### config.mk
export PLATFORM = sky130hd
export DESIGN_NAME = flag_cond_unit
export DESIGN_NICKNAME = d
export VERILOG_FILES = /design/src/rtl/flag_cond_unit.sv
export SDC_FILE = /design/constraint.sdc
export NUM_CORES = 1
export LEC_CHECK = 0
export ABC_AREA = 0
export CORE_ASPECT_RATIO = 1.1
export CORE_UTILIZATION = 40
export CTS_CLUSTER_SIZE = 14
export DETAILED_ROUTE_END_ITERATION = 10
export DONT_BUFFER_PORTS = 1
export MAX_ROUTING_LAYER = met4
export PLACE_DENSITY = 0.52
export SETUP_SLACK_MARGIN = 0.2
export SYNTH_ARGS = -nofsm -noshare
export SYNTH_HDL_FRONTEND = slang
export SYNTH_SLANG_ARGS = --single-unit
### constraint.sdc
create_clock -name clk -period 4.4 [get_ports clk]
set_input_delay 0.88 -clock clk [delete_from_list [all_inputs] [get_ports clk]]
set_output_delay 0.88 -clock clk [all_outputs]
set_load 0.005 [all_outputs]
### src/rtl/flag_cond_unit.sv
// Condition-flag register and branch resolver: stores ALU NZVC flags, resolves B.cond/CBZ/CBNZ
// one cycle after the request and keeps a saturating count of taken branches.
module flag_cond_unit (
  input  logic        clk,
  input  logic        reset,
  input  logic        alu_negative,
  input  logic        alu_zero,
  input  logic        alu_overflow,
  input  logic        alu_carry_out,
  input  logic        set_flags,
  input  logic        br_valid,
  input  logic [1:0]  br_type,
  input  logic [3:0]  br_cond,
  output logic [3:0]  flags_q,
  output logic        br_done,
  output logic        br_taken,
  output logic        br_illegal,
  output logic [15:0] taken_count
);

  localparam logic [1:0] BrCond = 2'b00;
  localparam logic [1:0] BrCbz  = 2'b01;
  localparam logic [1:0] BrCbnz = 2'b10;
  localparam logic [1:0] BrRsvd = 2'b11;

  logic [3:0]  alu_flags;
  logic [3:0]  eff_flags;
  logic        n, z, v, c;
  logic        cond_met;
  logic        taken_d, illegal_d;
  logic        done_q, taken_q, illegal_q;
  logic [15:0] count_d, count_q;

  assign alu_flags = {alu_negative, alu_zero, alu_overflow, alu_carry_out};

  always_comb begin
    // Forward live ALU flags when they are being written this same cycle
    eff_flags    = set_flags ? alu_flags : flags_q;
    {n, z, v, c} = eff_flags;
    cond_met     = 1'b0;
    unique case (br_cond)
      4'b0000: cond_met = z;
      4'b0001: cond_met = !z;
      4'b0010: cond_met = c;
      4'b0011: cond_met = !c;
      4'b0100: cond_met = n;
      4'b0101: cond_met = !n;
      4'b0110: cond_met = v;
      4'b0111: cond_met = !v;
      4'b1000: cond_met = c & !z;
      4'b1001: cond_met = !(c & !z);
      4'b1010: cond_met = (n == v);
      4'b1011: cond_met = (n != v);
      4'b1100: cond_met = !z & (n == v);
      4'b1101: cond_met = !(!z & (n == v));
      4'b1110: cond_met = 1'b1;
      4'b1111: cond_met = 1'b1;
      default: cond_met = 1'b0;
    endcase
  end

  always_comb begin
    taken_d   = 1'b0;
    illegal_d = 1'b0;
    if (br_valid) begin
      unique case (br_type)
        BrCond:  taken_d   = cond_met;
        BrCbz:   taken_d   = alu_zero;
        BrCbnz:  taken_d   = !alu_zero;
        BrRsvd:  illegal_d = 1'b1;
        default: taken_d   = 1'b0;
      endcase
    end
    count_d = count_q;
    if (taken_d && (count_q != 16'hFFFF)) begin
      count_d = count_q + 16'd1;
    end
  end

  always_ff @(posedge clk) begin
    if (reset) begin
      flags_q   <= 4'b0000;
      done_q    <= 1'b0;
      taken_q   <= 1'b0;
      illegal_q <= 1'b0;
      count_q   <= 16'd0;
    end else begin
      if (set_flags) begin
        flags_q <= alu_flags;
      end
      done_q    <= br_valid;
      taken_q   <= taken_d;
      illegal_q <= illegal_d;
      count_q   <= count_d;
    end
  end

  assign br_done     = done_q;
  assign br_taken    = taken_q;
  assign br_illegal  = illegal_q;
  assign taken_count = count_q;

endmodule

== Yosys cells after proc, flatten, opt, wreduce, memory -nomap -nowiden ==
Index checks and enable logic that the tools add are counted.
Word-level totals
  input bits: 14
  register bits: 23
  output and inout bits: 23
  logic and storage cells: 47
Operators by class
  add/subtract/negate cells: 1
  multiplexer cells: 5
  equality and inequality tests: 21
  reduce and logical (&&, ||, !) cells: 12
  bitwise gates (word level): 3
Operators by type and width (number)
  4-bit == test (second input constant): 8
  16-bit by 1-bit adder with 16-bit output (second input constant): 1
  4-bit by 3-bit == test with 1-bit output (second input constant): 4
  16-bit != test (second input constant): 1
  1-bit case mux with 15 select lines: 1
  4-bit by 2-bit == test with 1-bit output (second input constant): 2
  1-bit zero test: 7
  2-bit == test (second input constant): 2
  4-bit by 1-bit == test with 1-bit output (second input constant): 1
  4-bit zero test: 1
  4-bit two-way mux: 1
  2-bit OR reduction: 2
  1-bit case mux with 3 select lines: 1
  1-bit bitwise AND: 2
  2-bit by 1-bit == test with 1-bit output (second input constant): 1
  2-bit zero test: 1
  1-bit two-way mux: 2
  1-bit == test: 1
  1-bit logical AND: 1
  1-bit != test: 1
  1-bit NOT: 1

== Longest topological paths before layout ==
Gate-level depths: netlist of run 1.
  depth after elaboration: 8
  depth in mapped cells: 10
  mapped depth without buffers: 7

== Least setup slack after synthesis of run 1 ==
OpenSTA, ideal clock, no wires.
  path type: input-to-reg
  from: input port set_flags
  to: register count_q[1], in the netlist taken_count[1]
  stages on the path: 10
  data required time: 4.272 ns
  slack: 1.771 ns
  setup time: 0.128 ns
  path buffers: 3
  arrival time: 2.502 ns
  cell sequence: buf_6 -> mux2i_1 -> mux2i_1 -> o2111ai_1 -> or2_4 -> o21ai_4 -> buf_6 -> buf_4 -> mux2i_1 -> nor2_1
Between the ends
  longest elaborated chain between the ends: 8
  elaborated cells between the ends (all ways): 15
  those cells by class: eq/ne: 2; mux: 4; bitwise: 2; reduce/logical: 7
Ends and longest elaborated chain
  from (decl): line 10  | input logic set_flags,
  4-bit two-way mux (*)
  1-bit == test / 1-bit zero test (equally long branches)
  1-bit bitwise AND (on tied branches)
  1-bit zero test (on tied branches): line 55, 51
  1-bit case mux with 15 select lines (*): line 41  | unique case (br_cond)
  1-bit case mux with 3 select lines (*): line 66  | unique case (br_type)
  1-bit two-way mux (*): line 65  | if (br_valid) begin
  1-bit logical AND (*): line 75  | if (taken_d && (count_q != 16'hFFFF)) begin
  to (signal assigned): line 94  | count_q <= count_d;
  to (decl): line 32  | logic [15:0] count_d, count_q;
Mark *: on every way between the ends. The rest lies on a longest branch, timed or not.
A chain may end at the register's enable or synchronous reset.

== Worst setup path after layout of run 1 ==
  from: input port br_cond[3]
  to: register count_q[15], in the netlist taken_count[15]
Between the ends
  longest elaborated chain between the ends: 6
  elaborated cells between the ends (all ways): 21
  those cells by class: eq/ne: 15; mux: 3; reduce/logical: 3
Ends and longest elaborated chain
  from (decl): line 13  | input logic [3:0] br_cond,
  4-bit == test: line 41
  2-bit OR reduction (no line)
  1-bit case mux with 15 select lines (*): line 41
  1-bit case mux with 3 select lines (*): line 66
  1-bit two-way mux (*): line 65
  1-bit logical AND (*): line 75
Marked as above.

==> impl_results.md, run 1 <==
* Register area at about 460 um^2
* Number of flops mapped to enable cells by yosys at 0
* Setup_tns at 0 ns
* Critical path data required time at between 4 and 5 ns
* Post-synthesis sequential element count at 23
* End of the worst register-to-register path: taken_count[15]$_SDFFE_PP0P_
* Placed insts at roughly 190
* Crit-path max cell delay at 0.48 ns
* Post-detailed-placement half-perimeter wirelength at around 2200 um
* Diode count at 0
* Count of port buffers added during placement at 0
* Final Hold Viols at 0
* Main flop type after synthesis: sky130_fd_sc_hd__dfxtp_1
* Number of max-capacitance violations reported at 0
* Final weighted congestion in routability-driven placement at roughly 0.75
* Number of buffers added to fix hold violations after cts at 0
* Standard cell area after detailed placement at 1379 um^2
* Final core area utilization at between 40% and 50%
* Smallest hold slack at roughly 0.5 ns
* Synth Warn # at 0
* Leakage component of the power at 0.4750 nW
* Total power per unit cell area at around 250 nW/um^2
* Min Tclk post-route at 2.510 ns
* Clk_lat worst skew at roughly 0.30 ns
* Critical Path AT at roughly 2.7 ns
* Vertical die dimension at approximately 64 um
* Clock net sink count at 23
* Sort of element at the end of the critical path: register
* Normalized max-slew margin at 62.51%
* Slew of the pin with the lowest slew margin at 0.5602 ns
* I/O pins at 37
* Finished Layout Cells at between 150 and 200
* Worst IR Drop VDD at between 0.00008 and 0.00009 V
* WL final at a little under 3000 um
* Aggregate global routing overflow at 0
* Overall die area at ~3700 um^2
* Number of buffers between clock root and the deepest sink at 2
* Syn_area_per_cell at 8.978 um^2
* Routed WL per cell at roughly 15 um
* DRT antenna net count at 0
* Power dissipated by switching net loads at about 85 uW
* Die Wd at about 58 um
* Violations in the final reports: DRC
* GRT Overall Usage at 16.95%
* Fill cell instance count of the final layout at ~340
* Result of the run: finished with violations
* Fraction of the yosys area taken by sequential cells at 33.30%
* Post-Layout Inst Area at ~1400 um^2
* Destination of the critical timing path: taken_count[15]$_SDFFE_PP0P_
* Net total in the final layout at roughly 160
* Count of final max-slew check failures at 0
* Setup repair after global routing missed its margin: no
* Part of the total power dissipated in the clock network at between 20% and 30%
* Internal power at 269.3 uW
* Final number of setup-violating endpoints at 0
* Starting utilization of the core area at approximately 42%
* Area occupied by multi-input gates at 854.6 um^2
* Beginning of the critical path: br_cond[3]
* Inserted Clock Buffers at 3
* Worst R2R Path Depth at 7
* Area added between synthesis and finish at 1.629%
* Timing-limited maximum frequency at approximately 400 MHz
* Post-synthesis cell count at about 150
* Wire length of the first global-routing pass at 4864 um
* Buffer cell driving the clock tree root: sky130_fd_sc_hd__clkbuf_4
* Sequential Power Share at roughly three fifths
* Syn nets at about 170
* Clock transition at path regs at roughly 0.12 ns
* Launch point of the worst hold path: taken_count[10]$_SDFFE_PP0P_
* Pin count of the biggest net entering global routing at 26
* Antenna violations before repair at 0
* Clock tree skew after final layout at approximately 0.006 ns
* Via count at 1145
* Std-Cell Core Area at 3331 um^2
* Fraction of layout instances using a drive strength above 1 at under 10%
* Synthesized cell area at between 1000 and 1500 um^2
* Type of the worst min-delay path: reg2reg
* Startpoint class of the critical path: input port
* Worst setup path category: in2reg
* Detailed Route Iter0 Violations at 59
* H-tree lvl count at 1
* Net switching share of the total power at between 20% and 30%
* Ys async rst share at 0%
* Max stage delay cell, worst path: sky130_fd_sc_hd__o21ai_4
* Placement Rows at 22
* Setup slack of the most critical reg-to-reg path at 2.08 ns
* Logic pwr share at between 10% and 20%
* Critical path cell sequence: a311o_1 -> a21oi_1 -> o2111ai_1 -> or2_4 -> o21ai_4 -> nor3_1 -> mux2_1
* Vias per cell at a little under 6
* Distinct cells, synth at 47
* Detailed Routing Iterations Pass 1 at 7
* Number of gates given a new drive strength after cts at 0
* Count of unresolved DRC violations after routing at 2
* Startpoint of the lowest-slack register-to-register path: flags_q[1]$_SDFF_PP0_
* Largest fanout on the critical path at 25
* Post-CTS Repair Setup Buffers at 0
* Clock tree from TritonCTS: yes
* Number of global-route vias before repair at ~1100
* Period utilization at roughly 57%
per-layer routing:
layer	wire [um]	vias up	track usage, %
met5	0	-	-
met4	18	0	6.250
met3	94	2	3.080
met2	1597	18	29.60
met1	1250	549	18.90
li1	-	576	-
cells in the final DEF (no fill, tap or decap), types with 2 or more instances in the layout:
master	netlist	routed
sky130_fd_sc_hd__dfxtp_1	23	23
sky130_fd_sc_hd__nor2_1	13	13
sky130_fd_sc_hd__a21oi_1	12	12
sky130_fd_sc_hd__or4_1	10	10
sky130_fd_sc_hd__mux2i_1	9	9
sky130_fd_sc_hd__nand3_1	9	9
sky130_fd_sc_hd__o31ai_1	9	9
sky130_fd_sc_hd__nand2_1	7	7
sky130_fd_sc_hd__nor2b_1	4	4
sky130_fd_sc_hd__xor2_1	4	4
sky130_fd_sc_hd__nor4bb_1	3	3
sky130_fd_sc_hd__nand4_1	3	3
sky130_fd_sc_hd__clkbuf_4	0	3
sky130_fd_sc_hd__a22oi_1	2	2
sky130_fd_sc_hd__o2111ai_1	2	2
sky130_fd_sc_hd__nand4b_1	2	2
sky130_fd_sc_hd__xnor2_1	2	2
sky130_fd_sc_hd__o211ai_1	2	2
sky130_fd_sc_hd__and2_1	2	2
sky130_fd_sc_hd__and3_1	2	2
sky130_fd_sc_hd__o21ai_0	2	2
cell families after synthesis:
group	count (synthesis)	synth area share, %
and+or+nand+nor	65	28.51
AOI/OAI and AO/OA	36	18.82
DFF	23	33.30
buffers and inverters	11	4.886
muxes	11	8.145
xor gates and xnor gates	7	5.430
adders and majority gates	1	0.9048
state kept, by name, summed over array words and instances (netlist names):
name         count
taken_count     16
br_illegal       1
br_taken         1
br_done          1
flags_q          4
cell usage after synthesis, types with 2 or more instances:
cell,instances,area [um^2]
sky130_fd_sc_hd__nand4b_1,2,17.52
sky130_fd_sc_hd__or4_1,10,75.07
sky130_fd_sc_hd__o21ai_0,2,10.01
sky130_fd_sc_hd__and3_1,2,12.51
sky130_fd_sc_hd__nor4bb_1,3,30.03
sky130_fd_sc_hd__nor2_1,13,48.80
sky130_fd_sc_hd__a21oi_1,12,60.06
sky130_fd_sc_hd__nand4_1,3,18.77
sky130_fd_sc_hd__buf_4,2,15.01
sky130_fd_sc_hd__mux2i_1,9,90.09
sky130_fd_sc_hd__xnor2_1,2,17.52
sky130_fd_sc_hd__clkbuf_1,2,7.510
sky130_fd_sc_hd__buf_6,2,22.52
sky130_fd_sc_hd__o211ai_1,2,15.01
sky130_fd_sc_hd__nand2_1,7,26.28
sky130_fd_sc_hd__o2111ai_1,2,17.52
sky130_fd_sc_hd__buf_2,3,15.01
sky130_fd_sc_hd__a22oi_1,2,15.01
sky130_fd_sc_hd__nand3_1,9,45.04
sky130_fd_sc_hd__dfxtp_1,23,460.4
sky130_fd_sc_hd__and2_1,2,12.51
sky130_fd_sc_hd__o31ai_1,9,67.56
sky130_fd_sc_hd__nor2b_1,4,25.02
sky130_fd_sc_hd__xor2_1,4,35.03
cell type report:
type,count,share of cell area [%]
Tap cell,48,4.274
Multi-Input combinational cell,120,60.82
Inverter,1,0.2671
Clock buffer,4,1.870
Sequential cell,23,32.77
how the worst min path moves through the flow:
stage / to / slack (ns) / depth (start not counted)
2_1_floorplan: taken_count[10]$_SDFFE_PP0P_ / 0.48 / 2
3_3_place_gp: taken_count[10]$_SDFFE_PP0P_ / 0.49 / 2
3_5_place_dp: taken_count[10]$_SDFFE_PP0P_ / 0.50 / 2
4_1_cts: taken_count[10]$_SDFFE_PP0P_ / 0.52 / 2
5_1_grt: taken_count[10]$_SDFFE_PP0P_ / 0.58 / 2
6_report: taken_count[10]$_SDFFE_PP0P_ / 0.51 / 2
through the flow:
| stage | setup slack [ns] | power [mW] |
|---|---|---|
| final | 1.890 | 0.3541 |
| after global routing | 1.693 | 0.3755 |
| after CTS | 1.900 | 0.3599 |
| after detailed placement | 1.568 | 0.2639 |
| after global placement | 1.639 | 0.2632 |
| after floorplan | 1.771 | 0.2681 |
power groups by stage:
stage / registers (mW) / clock network (mW) / logic (mW)
after global routing: 0.219 / 0.112 / 0.0444
after CTS: 0.219 / 0.101 / 0.0408
after detailed placement: 0.223 / 0 / 0.0406
after floorplan: 0.222 / 0 / 0.0461
after global placement: 0.223 / 0 / 0.0400
final: 0.219 / 0.0954 / 0.0401
critical path: cells and delay by family:
family | cells | cell delay [ns]
AOI/OAI and AO/OA | 4 | 1.09
muxes | 1 | 0.33
and+or+nand+nor | 2 | 0.42
Power figures use the tool's default switching activity.
==> inputs of run 2 (changes only) <==
PLACE_DENSITY = 0.54   (was 0.52)
clock period = 2.3 ns   (was 4.4 ns; I/O delays follow)
==> run 2 against run 1 <==
Against the previous run:
- critical path type is now reg2reg
- sequential share of layout area shrank 4.0 points
- sequential power grew 92%
- sequential cell count is the same
- the flow still finishes with violations (DRC)
- clock power grew 99%
==> impl_results.md, run 2 (same netlist as run 1, synthesis figures left out) <==
* Count of port buffers added during placement at 0 (unchanged)
* Area occupied by multi-input gates at 945.9 um^2 (was 854.6 um^2)
* Detailed Route Iter0 Violations at 65 (was 59)
* H-tree lvl count at 1 (unchanged)
* Critical path cell sequence: xnor2_2 -> a22oi_2 -> mux2i_1 -> a21o_1 -> o21ai_4 -> buf_4 -> or4_1 -> a21oi_1 (was a311o_1 -> a21oi_1 -> o2111ai_1 -> or2_4 -> o21ai_4 -> nor3_1 -> mux2_1)
* Placement Rows at 22 (unchanged)
* Violations in the final reports: DRC (unchanged)
* Met3 routed WL at 181 um (was 94 um)
* Leading cell types in the layout, fill and taps excluded: 20 x sky130_fd_sc_hd__dfxtp_1, 14 x sky130_fd_sc_hd__buf_4, 12 x sky130_fd_sc_hd__nor2_1 (was 23 x sky130_fd_sc_hd__dfxtp_1, 13 x sky130_fd_sc_hd__nor2_1, 12 x sky130_fd_sc_hd__a21oi_1)
* Number of global-route vias before repair at 1209 (was 1103)
* Antenna violations before repair at 0 (unchanged)
* CP delay by family, top: compound AO/OA/AOI/OAI gates (unchanged)
* Clk_lat worst skew at 0.32 ns (was 0.30 ns)
* WL final at 3340 um (was 2960 um)
* Routed WL per cell at 15.83 um (was 15.10 um)
* Setup slack of the most critical reg-to-reg path at 0.24 ns (was 2.08 ns)
* Number of max-capacitance violations reported at 0 (unchanged)
* I/O pins at 37 (unchanged)
* Count of unresolved DRC violations after routing at 2 (unchanged)
* Worst IR Drop VDD at 0.0001629 V (was 0.00008866 V)
* Clock net sink count at 23 (unchanged)
* Final weighted congestion in routability-driven placement at 0.8441 (was 0.7518)
* Wire length of the first global-routing pass at 5444 um (was 4864 um)
* Buffer cell driving the clock tree root: sky130_fd_sc_hd__clkbuf_4 (unchanged)
* Power dissipated by switching net loads at 182.7 uW (was 84.73 uW)
* Part of the total power dissipated in the clock network at 26.1% (was 26.9%)
* Fraction of layout instances using a drive strength above 1 at 23.93% (was 5.405%)
* Diode count at 0 (unchanged)
* Aggregate global routing overflow at 0 (unchanged)
* Clock transition at path regs at 0.14 ns (was 0.12 ns)
* Vias per cell at 5.848 (was 5.842)
* Overall power of the completed layout at 725.7 uW (was 354.1 uW)
* Register area at 469.2 um^2 (was 460.4 um^2)
* Final core area utilization at 48.99% (was 42.19%)
* Timing-limited maximum frequency at 486.3 MHz
* Number of buffers added to fix hold violations after cts at 0 (unchanged)
* Post-detailed-placement half-perimeter wirelength at 2293 um (was 2152 um)
* Leakage component of the power at 0.5758 nW (was 0.4750 nW)
* Crit-path max cell delay at 0.47 ns (was 0.48 ns)
* Period utilization at 89.40%
* Type of the worst min-delay path: in2reg (was reg2reg)
* Clock tree skew after final layout at 0.01549 ns (was 0.005929 ns)
* Net total in the final layout at 179 (was 164)
* Result of the run: finished with violations (unchanged)
* Final number of setup-violating endpoints at 0 (unchanged)
* Std-Cell Core Area at 3331 um^2 (unchanged)
* Wire length the detailed router placed on met1 at 1378 um (was 1250 um)
* Overall die area at 3696 um^2 (unchanged)
* Slew of the pin with the lowest slew margin at 0.5033 ns (was 0.5602 ns)
* Starting utilization of the core area at 41.51% (unchanged)
* Total power per unit cell area at 444.8 nW/um^2 (was 252.0 nW/um^2)
* Max reg flops at 16 (unchanged)
* Via count at 1234 (was 1145)
* Setup repair after global routing missed its margin: yes (was no)
* Number of buffers between clock root and the deepest sink at 2 (unchanged)
* Detailed Routing Iterations Pass 1 at 7 (unchanged)
* Largest fanout on the critical path at 5 (was 25)
* Critical Path AT at 2.32 ns (was 2.71 ns)
* GRT Overall Usage at 19.08% (was 16.95%)
* Worst setup path category: reg2reg (was in2reg)
* Vertical die dimension at 63.66 um (unchanged)
* Die Wd at 58.06 um (unchanged)
* Sort of element at the end of the critical path: register (unchanged)
* Logic pwr share at 16.0% (was 11.3%)
* Final Hold Viols at 0 (unchanged)
* Count of final max-slew check failures at 0 (unchanged)
* Inserted Clock Buffers at 3 (unchanged)
* Sequential Power Share at 57.8% (was 61.7%)
* Critical path data required time at 2.56 ns (was 4.60 ns)
* Max stage delay cell, worst path: sky130_fd_sc_hd__or4_1 (was sky130_fd_sc_hd__o21ai_4)
* Startpoint class of the critical path: register (was input port)
* Uppermost signal routing layer after detailed routing: met4 (unchanged)
* Pin count of the biggest net entering global routing at 25 (was 26)
* Setup_tns at 0 ns (unchanged)
* Normalized max-slew margin at 66.35% (was 62.51%)
* Number of buffer and inverter instances along the worst setup path at 1 (was 0)
* DRT antenna net count at 0 (unchanged)
* Fill cell instance count of the final layout at 313 (was 342)
* Worst Setup Slack, final at 0.2438 ns (was 1.890 ns)
* Standard cell area after detailed placement at 1451 um^2 (was 1379 um^2)
* Most common cell after layout, fill and taps aside: sky130_fd_sc_hd__dfxtp_1 (unchanged)
* Net switching share of the total power at 25.17% (was 23.93%)
* DR WL met2 at 1698 um (was 1597 um)
* Place WS at -0.007354 ns (was 1.568 ns)
* Min Tclk post-route at approximately 2 ns
* Clock tree from TritonCTS: yes (unchanged)
* Area added between synthesis and finish at 18.01% (was 1.629%)
* Post-Layout Inst Area at 1632 um^2 (was 1405 um^2)
* Internal power at 543.0 uW (was 269.3 uW)
## run 2: cell types whose count changed in the layout (fill, tap and decap cells not counted), sizes merged
cell | before | now
buf | 0 | 15
clkbuf | 4 | 3
clkinv | 0 | 1
## run 2: routing by layer
metal  up-vias  GRT usage (%)
li1        609              -
met1       582          21.43
met2        35          31.90
met3         8          3.285
met4         0          9.821
met5         -              -
## run 2: area by class of cell
| type | instances | area share [%] |
|---|---|---|
| inverter | 1 | 0.2301 |
| clock inverter | 1 | 0.3067 |
| multi-input combinational | 120 | 57.98 |
| sequential | 23 | 28.76 |
| timing repair buffer | 15 | 7.669 |
| tap | 48 | 3.681 |
| clock buffer | 3 | 1.380 |
## run 2: what timing repair did
| action | CTS | global route |
|---|---|---|
| resized for setup | 3 | 16 |
| buffers inserted | 2 | 5 |
| pin swaps | 3 | 8 |
| endpoints found under the setup margin | 8 | 13 |
## run 2: through the flow
stage	hold WS, ns	instances
2_1_floorplan	0.4762	154
3_3_place_gp	0.4944	200
3_5_place_dp	0.4986	200
4_1_cts	0.1804	206
5_1_grt	0.1605	211
6_report	0.1880	211
## run 2: worst paths after layout
kind                                from                           end  cells after the start
max reg2reg        flags_q[3]$_SDFF_PP0_  taken_count[13]$_SDFFE_PP0P_                      8
max                flags_q[3]$_SDFF_PP0_  taken_count[13]$_SDFFE_PP0P_                      8
min                                reset   taken_count[8]$_SDFFE_PP0P_                      1
min reg2reg  taken_count[6]$_SDFFE_PP0P_   taken_count[6]$_SDFFE_PP0P_                      2
## run 2: power groups by stage
stage          clock network, mW  logic (mW)  registers [mW]
6_report                   0.190       0.116           0.420
3_5_place_dp                   0      0.0866           0.427
5_1_grt                    0.211       0.127           0.421
4_1_cts                    0.197      0.0954           0.419
3_3_place_gp                   0      0.0853           0.427
2_1_floorplan                  0      0.0916           0.425
